`src/rtl/pipeline_stall_controller.sv`:
```
// Hazard/stall controller for a 5-stage pipeline: load-use bubbles, taken-branch
// flushes and fixed-length multiply/divide freezes, plus a stall-cycle counter.
module pipeline_stall_controller #(
    parameter int unsigned MUL_CYCLES = 4,
    parameter int unsigned DIV_CYCLES = 32
) (
    input  logic        clock,
    input  logic        reset,
    input  logic [4:0]  ifIdRs,
    input  logic [4:0]  ifIdRt,
    input  logic        ifIdUsesRt,
    input  logic        idExMemRead,
    input  logic [4:0]  idExRt,
    input  logic        branchTaken,
    input  logic        mdStart,
    input  logic        mdIsDiv,
    input  logic        statClear,
    output logic        pcWrite,
    output logic        ifIdWrite,
    output logic        ifIdFlush,
    output logic        idExFlush,
    output logic        idExHold,
    output logic        exMemFlush,
    output logic        mdBusy,
    output logic [15:0] stallCycles
);

    localparam int unsigned CNT_W  = 8;
    localparam int unsigned STAT_W = 16;
    // The mdStart cycle is the first freeze cycle, so the counter covers the remaining N-1.
    localparam logic [CNT_W-1:0] MUL_LOAD = CNT_W'(MUL_CYCLES - 1);
    localparam logic [CNT_W-1:0] DIV_LOAD = CNT_W'(DIV_CYCLES - 1);

    typedef enum logic {
        RUN     = 1'b0,
        MD_WAIT = 1'b1
    } state_t;

    state_t              r_state;
    state_t              w_state_nxt;
    logic [CNT_W-1:0]    r_md_count;
    logic [CNT_W-1:0]    w_md_count_nxt;
    logic [STAT_W-1:0]   r_stall_cycles;
    logic                w_load_use;

    assign w_load_use = idExMemRead && (idExRt != 5'd0) &&
                        ((idExRt == ifIdRs) || (ifIdUsesRt && (idExRt == ifIdRt)));

    always_ff @(posedge clock) begin
        if (reset) begin
            r_state    <= RUN;
            r_md_count <= '0;
        end else begin
            r_state    <= w_state_nxt;
            r_md_count <= w_md_count_nxt;
        end
    end

    // Next state and control outputs; reset forces the defaults.
    always_comb begin
        w_state_nxt    = r_state;
        w_md_count_nxt = r_md_count;
        pcWrite        = 1'b1;
        ifIdWrite      = 1'b1;
        ifIdFlush      = 1'b0;
        idExFlush      = 1'b0;
        idExHold       = 1'b0;
        exMemFlush     = 1'b0;
        mdBusy         = 1'b0;
        if (!reset) begin
            case (r_state)
                RUN: begin
                    if (branchTaken) begin
                        ifIdFlush = 1'b1;
                        idExFlush = 1'b1;
                    end else if (mdStart) begin
                        pcWrite        = 1'b0;
                        ifIdWrite      = 1'b0;
                        idExHold       = 1'b1;
                        exMemFlush     = 1'b1;
                        w_md_count_nxt = mdIsDiv ? DIV_LOAD : MUL_LOAD;
                        w_state_nxt    = MD_WAIT;
                    end else if (w_load_use) begin
                        pcWrite   = 1'b0;
                        ifIdWrite = 1'b0;
                        idExFlush = 1'b1;
                    end
                end
                MD_WAIT: begin
                    pcWrite        = 1'b0;
                    ifIdWrite      = 1'b0;
                    idExHold       = 1'b1;
                    exMemFlush     = 1'b1;
                    mdBusy         = 1'b1;
                    w_md_count_nxt = r_md_count - CNT_W'(1);
                    if (r_md_count == CNT_W'(1)) begin
                        w_state_nxt = RUN;
                    end
                end
                default: w_state_nxt = RUN;
            endcase
        end
    end

    // Saturating count of frozen-PC cycles; clear wins over increment.
    always_ff @(posedge clock) begin
        if (reset || statClear) begin
            r_stall_cycles <= '0;
        end else if (!pcWrite && (r_stall_cycles != {STAT_W{1'b1}})) begin
            r_stall_cycles <= r_stall_cycles + STAT_W'(1);
        end
    end

    assign stallCycles = reset ? '0 : r_stall_cycles;

endmodule
```
`config.mk`:
```
export PLATFORM = sky130hd
export DESIGN_NAME = pipeline_stall_controller
export DESIGN_NICKNAME = d
export VERILOG_FILES = /design/src/rtl/pipeline_stall_controller.sv
export SDC_FILE = /design/constraint.sdc
export NUM_CORES = 1
export LEC_CHECK = 0
export CORE_AREA = 8 8 70 72
export CTS_BUF_LIST = sky130_fd_sc_hd__clkbuf_2 sky130_fd_sc_hd__clkbuf_4 sky130_fd_sc_hd__clkbuf_8
export CTS_CLUSTER_SIZE = 25
export DETAILED_ROUTE_END_ITERATION = 7
export DIE_AREA = 0 0 78 80
export HOLD_SLACK_MARGIN = 0.05
export MAX_ROUTING_LAYER = met4
export PLACE_DENSITY = 0.84
export SLEW_MARGIN = 0
export SYNTH_ARGS = -nofsm -noshare
export SYNTH_HDL_FRONTEND = slang
export SYNTH_SLANG_ARGS = --single-unit
```
`constraint.sdc`:
```
create_clock -name clock -period 4.6 [get_ports clock]
set_clock_uncertainty 0.15 [all_clocks]
set_input_delay 0.69 -clock clock [delete_from_list [all_inputs] [get_ports clock]]
set_output_delay 0.69 -clock clock [all_outputs]
set_load 0.05 [all_outputs]
```
==> flow_summary.json, run 1 <==
{
  "r2r-end": "r_stall_cycles[5]",
  "worst_path_most_repeated_cell": "clkdlybuf4s50_1",
  "antenna_found_initial": 0,
  "cts_setup_buffers": 0,
  "startpoint": "idExRt[2]",
  "yosysUniqueCellTypes": 41,
  "cp-start-kind": "input pin",
  "async_reset_ff_frac": 0,
  "final_layout_size_suffix_gt1_frac": 0.0400,
  "final_cell_mix": "45 x clkdlybuf4s50_1, 25 x dfxtp_1, 22 x nor2_1",
  "cts_root_buffer": "clkbuf_8",
  "dpl-instance-area_um2": 2090,
  "cts_tree": "done",
  "drt_iter0_markers": 127,
  "comb_power_share": 0.240,
  "route.detailed.drc": 0,
  "dp_hpwl_um": 3150,
  "power_frac_clock": 0.273,
  "holdWs_ns": 0.331,
  "criticalPathCategory": "input pin to output pin",
  "hold_violations": 0,
  "yosysSeqAreaShare": 0.307,
  "ys_ff_latch": 25,
  "die_w_um": 78,
  "core_um2": 3860,
  "final_nets": 277,
  "grt_pass1_wl_um": 7110,
  "netlist_area_um2": 1630,
  "synthesis.nets": 238,
  "clkTransAtPathRegs_ns": 0.09,
  "slew_headroom": 0.560,
  "p_total_mw": 0.479,
  "synth_edf_count": 0,
  "worst_slew_pin_slew_ns": 0.660,
  "post-route-min-period_ns": 3.99,
  "rr_startpoint": "r_stall_cycles[4]",
  "first_pass_iters": 4,
  "grt_start_max_net_pins": 27,
  "wirelength_um": 4180,
  "final-max-slew-violation-count": 0,
  "clk_path_buf_depth": 2,
  "num_vias": 1628,
  "worstSetupPathDepth": 7,
  "switching_share": 0.301,
  "setup_violations": 0,
  "fill_cells": 365,
  "area_delta_synth_final_pct": 31.3,
  "syn_inst": 212,
  "cp_data_arrival_time_ns": 3.15,
  "ios": 46,
  "seqPwrFrac": 0.487,
  "ir_worst_vdd_uv": 130,
  "portBuffers": 45,
  "htreeDepth": 1,
  "rsz0062_at_grt": "false",
  "min_period_over_period": 0.868,
  "layout.cells.most_common": "clkdlybuf4s50_1",
  "finalSetupTns_ns": 0,
  "numCtsBuffers": 3,
  "drv_cap": 0,
  "gr-usage-all-layers": 0.140,
  "critPathCaptureType": "output pin",
  "cts_resized": 0,
  "n_antenna_cell": 0,
  "start_util": 0.422,
  "fp.dieH_um": 80,
  "synthFlopType": "dfxtp_1",
  "clock-sinks": 25,
  "rows": 23,
  "cp_slowest_stage_delay_ns": 0.74,
  "place_congestion": 0.816,
  "critPathBufInv": 2,
  "ctsHoldBuffers": 0,
  "fmax_mhz": 250,
  "setup.worst_path.end": "pcWrite",
  "p_sw_mw": 0.144,
  "viasPerCell": 5.43,
  "p_leak_nw": 0.702,
  "antenna_left": 0,
  "finish.utilization": 0.555,
  "finalInstanceArea_um2": 2140,
  "crit_family": "buffers and inverters",
  "hp-class": "flip-flop to flip-flop",
  "synth_area_per_cell_um2": 7.68,
  "r2r_cells": 6,
  "die_area_um2": 6240,
  "intPower_mw": 0.335,
  "ff2ff_setup_slack_ns": 2.39,
  "grt-ovfl-total": 0,
  "power_density_nw_per_um2": 224,
  "yosysWarnings": 0,
  "clk_latency_ns": 0.27,
  "cp_max_fo": 4,
  "cp.required_ns": 3.76,
  "critPathSlowestCell": "clkdlybuf4s50_1",
  "grt_pass1_vias": 1625,
  "wire_per_inst_um": 13.9,
  "status": "finished clean",
  "crit_chain": "clkdlybuf4s50_1 > xor2_1 > nor4_2 > a32oi_1 > o31ai_1 > nand2b_1 > clkdlybuf4s50_1"
}
==> through the flow <==
| stage | std cells | worst slack [ns] |
|---|---|---|
| floorplan | 212 | 1.30 |
| global placement | 296 | 0.614 |
| detailed placement | 296 | 0.622 |
| CTS | 300 | 0.600 |
| global route | 300 | 0.410 |
| finish | 300 | 0.607 |
==> synthesized netlist by cell type (4+ instances only) <==
cell type | n | area (µm²)
dfxtp_1 | 25 | 500
nor2_1 | 22 | 82.6
nand2_1 | 18 | 67.6
nor2b_1 | 14 | 87.6
a21oi_1 | 13 | 65.1
nand3_1 | 10 | 50.1
xor2_1 | 10 | 87.6
or3_1 | 9 | 56.3
inv_1 | 8 | 30.0
mux2i_1 | 7 | 70.1
nor3_1 | 7 | 35.0
nor4_1 | 6 | 37.5
o31ai_1 | 6 | 45.0
or4_1 | 6 | 45.0
clkbuf_1 | 5 | 18.8
o21ai_0 | 5 | 25.0
buf_1 | 4 | 15.0
==> layout make-up <==
class,count,area [µm²],area share
multi-input combinational,166,1030,0.483
sequential,25,500,0.234
timing repair buffer,47,465,0.218
tap,50,62.6,0.0293
clock buffer,3,41.3,0.0193
inverter,8,30.0,0.0140
clock inverter,1,5.00,0.00234
==> routing by layer <==
layer / share of wire / track usage
met1: 0.46 / 0.156
met3: 0.034 / 0.0270
met2: 0.50 / 0.246
met5: 0 / -
met4: 0.0041 / 0.0426
==> worst reg2reg max path: stages, from the launching register on <==
cell,delay (ns)
dfxtp_1,0.36
and4_1,0.21
nand2_1,0.31
nor2_1,0.11
or2_2,0.37
or4_1,0.49
a21oi_1,0.15
==> power by group through the flow <==
stage          Combinational (mW)  Sequential [mW]  Clock, mW
5_1_grt                     0.126            0.235      0.144
3_3_place_gp                0.112            0.238          0
4_1_cts                     0.115            0.233      0.134
2_1_floorplan              0.0773            0.235          0
6_report                    0.115            0.233      0.131
3_5_place_dp                0.115            0.238          0
==> state kept, by name (all words and copies together) (netlist names) <==
register / cells
r_stall_cycles: 16
r_md_count: 8
r_state: 1
==> cells by family (layout without fill, tap and decap cells) <==
family          Yosys count  count (layout)  synth area share
xor+xnor                 13              13            0.0699
mux                       7               7            0.0430
flops                    25              25             0.307
fa+ha+maj                 3               3            0.0230
compound gates           37              37             0.146
buf+inv                  21              59            0.0584
simple gates            106             106             0.353
==> worst min-delay path by stage <==
stage                             startpoint                  to  cells past startpoint
after floorplan           r_stall_cycles[12]  r_stall_cycles[12]                      2
after global placement    r_stall_cycles[12]  r_stall_cycles[12]                      2
after detailed placement   r_stall_cycles[7]   r_stall_cycles[7]                      2
after CTS                  r_stall_cycles[7]   r_stall_cycles[7]                      2
after global routing       r_stall_cycles[6]   r_stall_cycles[6]                      2
final                      r_stall_cycles[7]   r_stall_cycles[7]                      2
No activity file was read; power rests on OpenSTA's default activity.
==> inputs of run 2 (changes only) <==
==> constraint.sdc (replaced) <==
create_clock -name clock -period 4.5 [get_ports clock]
set_clock_uncertainty 0.15 [all_clocks]
set_input_delay 0.675 -clock clock [delete_from_list [all_inputs] [get_ports clock]]
set_output_delay 0.675 -clock clock [all_outputs]
set_load 0.05 [all_outputs]
==> run 2 against run 1 <==
Net effect:
- non-clock buffer count grew 1
- sequential power rose by 2%
- cell count rose by 0.33%
- first-iteration DRC count decreased by 30%
- flip-flop and latch count stayed put
- clock-buffer cell count stayed put
- combinational power up 3%
- utilization up 0.19 points
- clock power barely moved
- hold slack gained 0.0038 ns
- critical path type unchanged
==> flow_summary.json, run 2 (synthesized netlist as in run 1, its figures left out) <==
{
  "gr-usage-all-layers": 0.138,
  "layout.cells.most_common": "clkdlybuf4s50_1",
  "critPathCaptureType": "output pin",
  "fp.dieH_um": 80,
  "ctsHoldBuffers": 0,
  "portBuffers": 45,
  "cp_slowest_stage_delay_ns": 0.74,
  "crit_chain": "clkdlybuf4s50_1 > xor2_1 > nor4_2 > a32oi_1 > o31ai_1 > nand2b_1 > clkdlybuf4s50_1",
  "antenna_found_initial": 0,
  "viasPerCell": 5.53,
  "rows": 23,
  "cp-start-kind": "input pin",
  "setup_violations": 0,
  "die_area_um2": 6240,
  "startpoint": "idExRt[2]",
  "clkTransAtPathRegs_ns": 0.09,
  "area_delta_synth_final_pct": 31.7,
  "num_vias": 1665,
  "clock-sinks": 25,
  "drv_cap": 0,
  "final_cell_mix": "45 x clkdlybuf4s50_1, 25 x dfxtp_1, 22 x nor2_1",
  "htreeDepth": 1,
  "criticalPathCategory": "input pin to output pin",
  "final_layout_size_suffix_gt1_frac": 0.0438,
  "cts_root_buffer": "clkbuf_8",
  "cts_setup_buffers": 0,
  "cts_resized": 0,
  "power_density_nw_per_um2": 229,
  "hold_violations": 0,
  "start_util": 0.422,
  "grt-ovfl-total": 0,
  "grt_pass1_wl_um": 7100,
  "wire_per_inst_um": 14.2,
  "worstHoldStart": "r_stall_cycles[6]",
  "clk_latency_ns": 0.27,
  "first_pass_iters": 4,
  "min_period_over_period": 0.897,
  "cts_tree": "done",
  "drt_iter0_markers": 89,
  "r2r_cells": 6,
  "reg_top3": "r_stall_cycles x16, r_md_count x8, r_state x1",
  "die_w_um": 78,
  "critPathSlowestCell": "clkdlybuf4s50_1",
  "hp-class": "flip-flop to flip-flop",
  "final-max-slew-violation-count": 0,
  "place_congestion": 0.844,
  "grt_pass1_vias": 1649,
  "wirelength_um": 4290,
  "final_nets": 278,
  "p_leak_nw": 0.707,
  "route.detailed.drc": 0,
  "rr_startpoint": "r_stall_cycles[4]",
  "dp_hpwl_um": 3290,
  "slew_headroom": 0.562,
  "status": "finished clean",
  "fmax_mhz": 248,
  "n_antenna_cell": 0,
  "grt_start_max_net_pins": 20,
  "p_total_mw": 0.492,
  "rsz0062_at_grt": "false",
  "ios": 46,
  "numCtsBuffers": 3,
  "cp_data_arrival_time_ns": 3.21,
  "core_um2": 3860,
  "top_register": "r_stall_cycles",
  "clk_path_buf_depth": 2,
  "post-route-min-period_ns": 4.04,
  "antenna_left": 0,
  "worst_slew_pin_slew_ns": 0.657,
  "ir_worst_vdd_uv": 117,
  "cp_max_fo": 4,
  "finalSetupTns_ns": 0,
  "cp.required_ns": 3.67,
  "largest_register_ff_count": 16,
  "holdPathStages": 2,
  "worst_path_most_repeated_cell": "clkdlybuf4s50_1"
}
## run 2: cell types whose count changed in the layout (fill, tap and decap cells not counted), sizes merged
cell,previous run,this run
buf,2,3
## run 2: path summary, 6_finish.rpt
| kind | endpoint | slack [ns] |
|---|---|---|
| worst max-delay path | ifIdWrite | 0.46 |
| worst min-delay path | r_stall_cycles[6] | 0.33 |
| worst max register to register | r_stall_cycles[4] | 2.25 |
| worst min register to register | r_stall_cycles[6] | 0.33 |
## run 2: area by class of cell
class	count	area (µm²)
clock inverters	1	5.00
fillers	376	1710
repair buffers	48	473
well taps	50	62.6
clock buffers	3	41.3
multi-input cells	166	1030
flip-flops and latches	25	500
inverters	8	30.0
## run 2: layer usage
metal  track usage  share of wire
met5             -              0
met4        0.0389          0.017
met3        0.0270          0.041
met2         0.246           0.50
met1         0.151           0.44
## run 2: where the power goes
part           switching [mW]  leakage, nW  total (mW)  internal [mW]
Sequential            0.00936        0.203       0.238          0.229
Clock                  0.0723       0.0255       0.134         0.0620
Combinational          0.0678        0.479       0.119         0.0515
## run 2: worst max-delay path, delay by kind of cell
kind,cells,cell delay (ns)
xor+xnor,1,0.20
simple gates,2,0.46
compound gates,2,0.66
buf+inv,2,1.21
## run 2: per-stage QoR
stage	util	instance area, µm²	hold slack [ns]	setup slack, ns	instances
floorplan	-	1630	0.297	1.23	212
global placement	0.544	2100	0.312	0.544	297
detailed placement	0.544	2100	0.321	0.459	297
CTS	0.556	2150	0.336	0.435	301
global route	0.556	2150	0.362	0.326	301
finish	0.556	2150	0.334	0.462	301
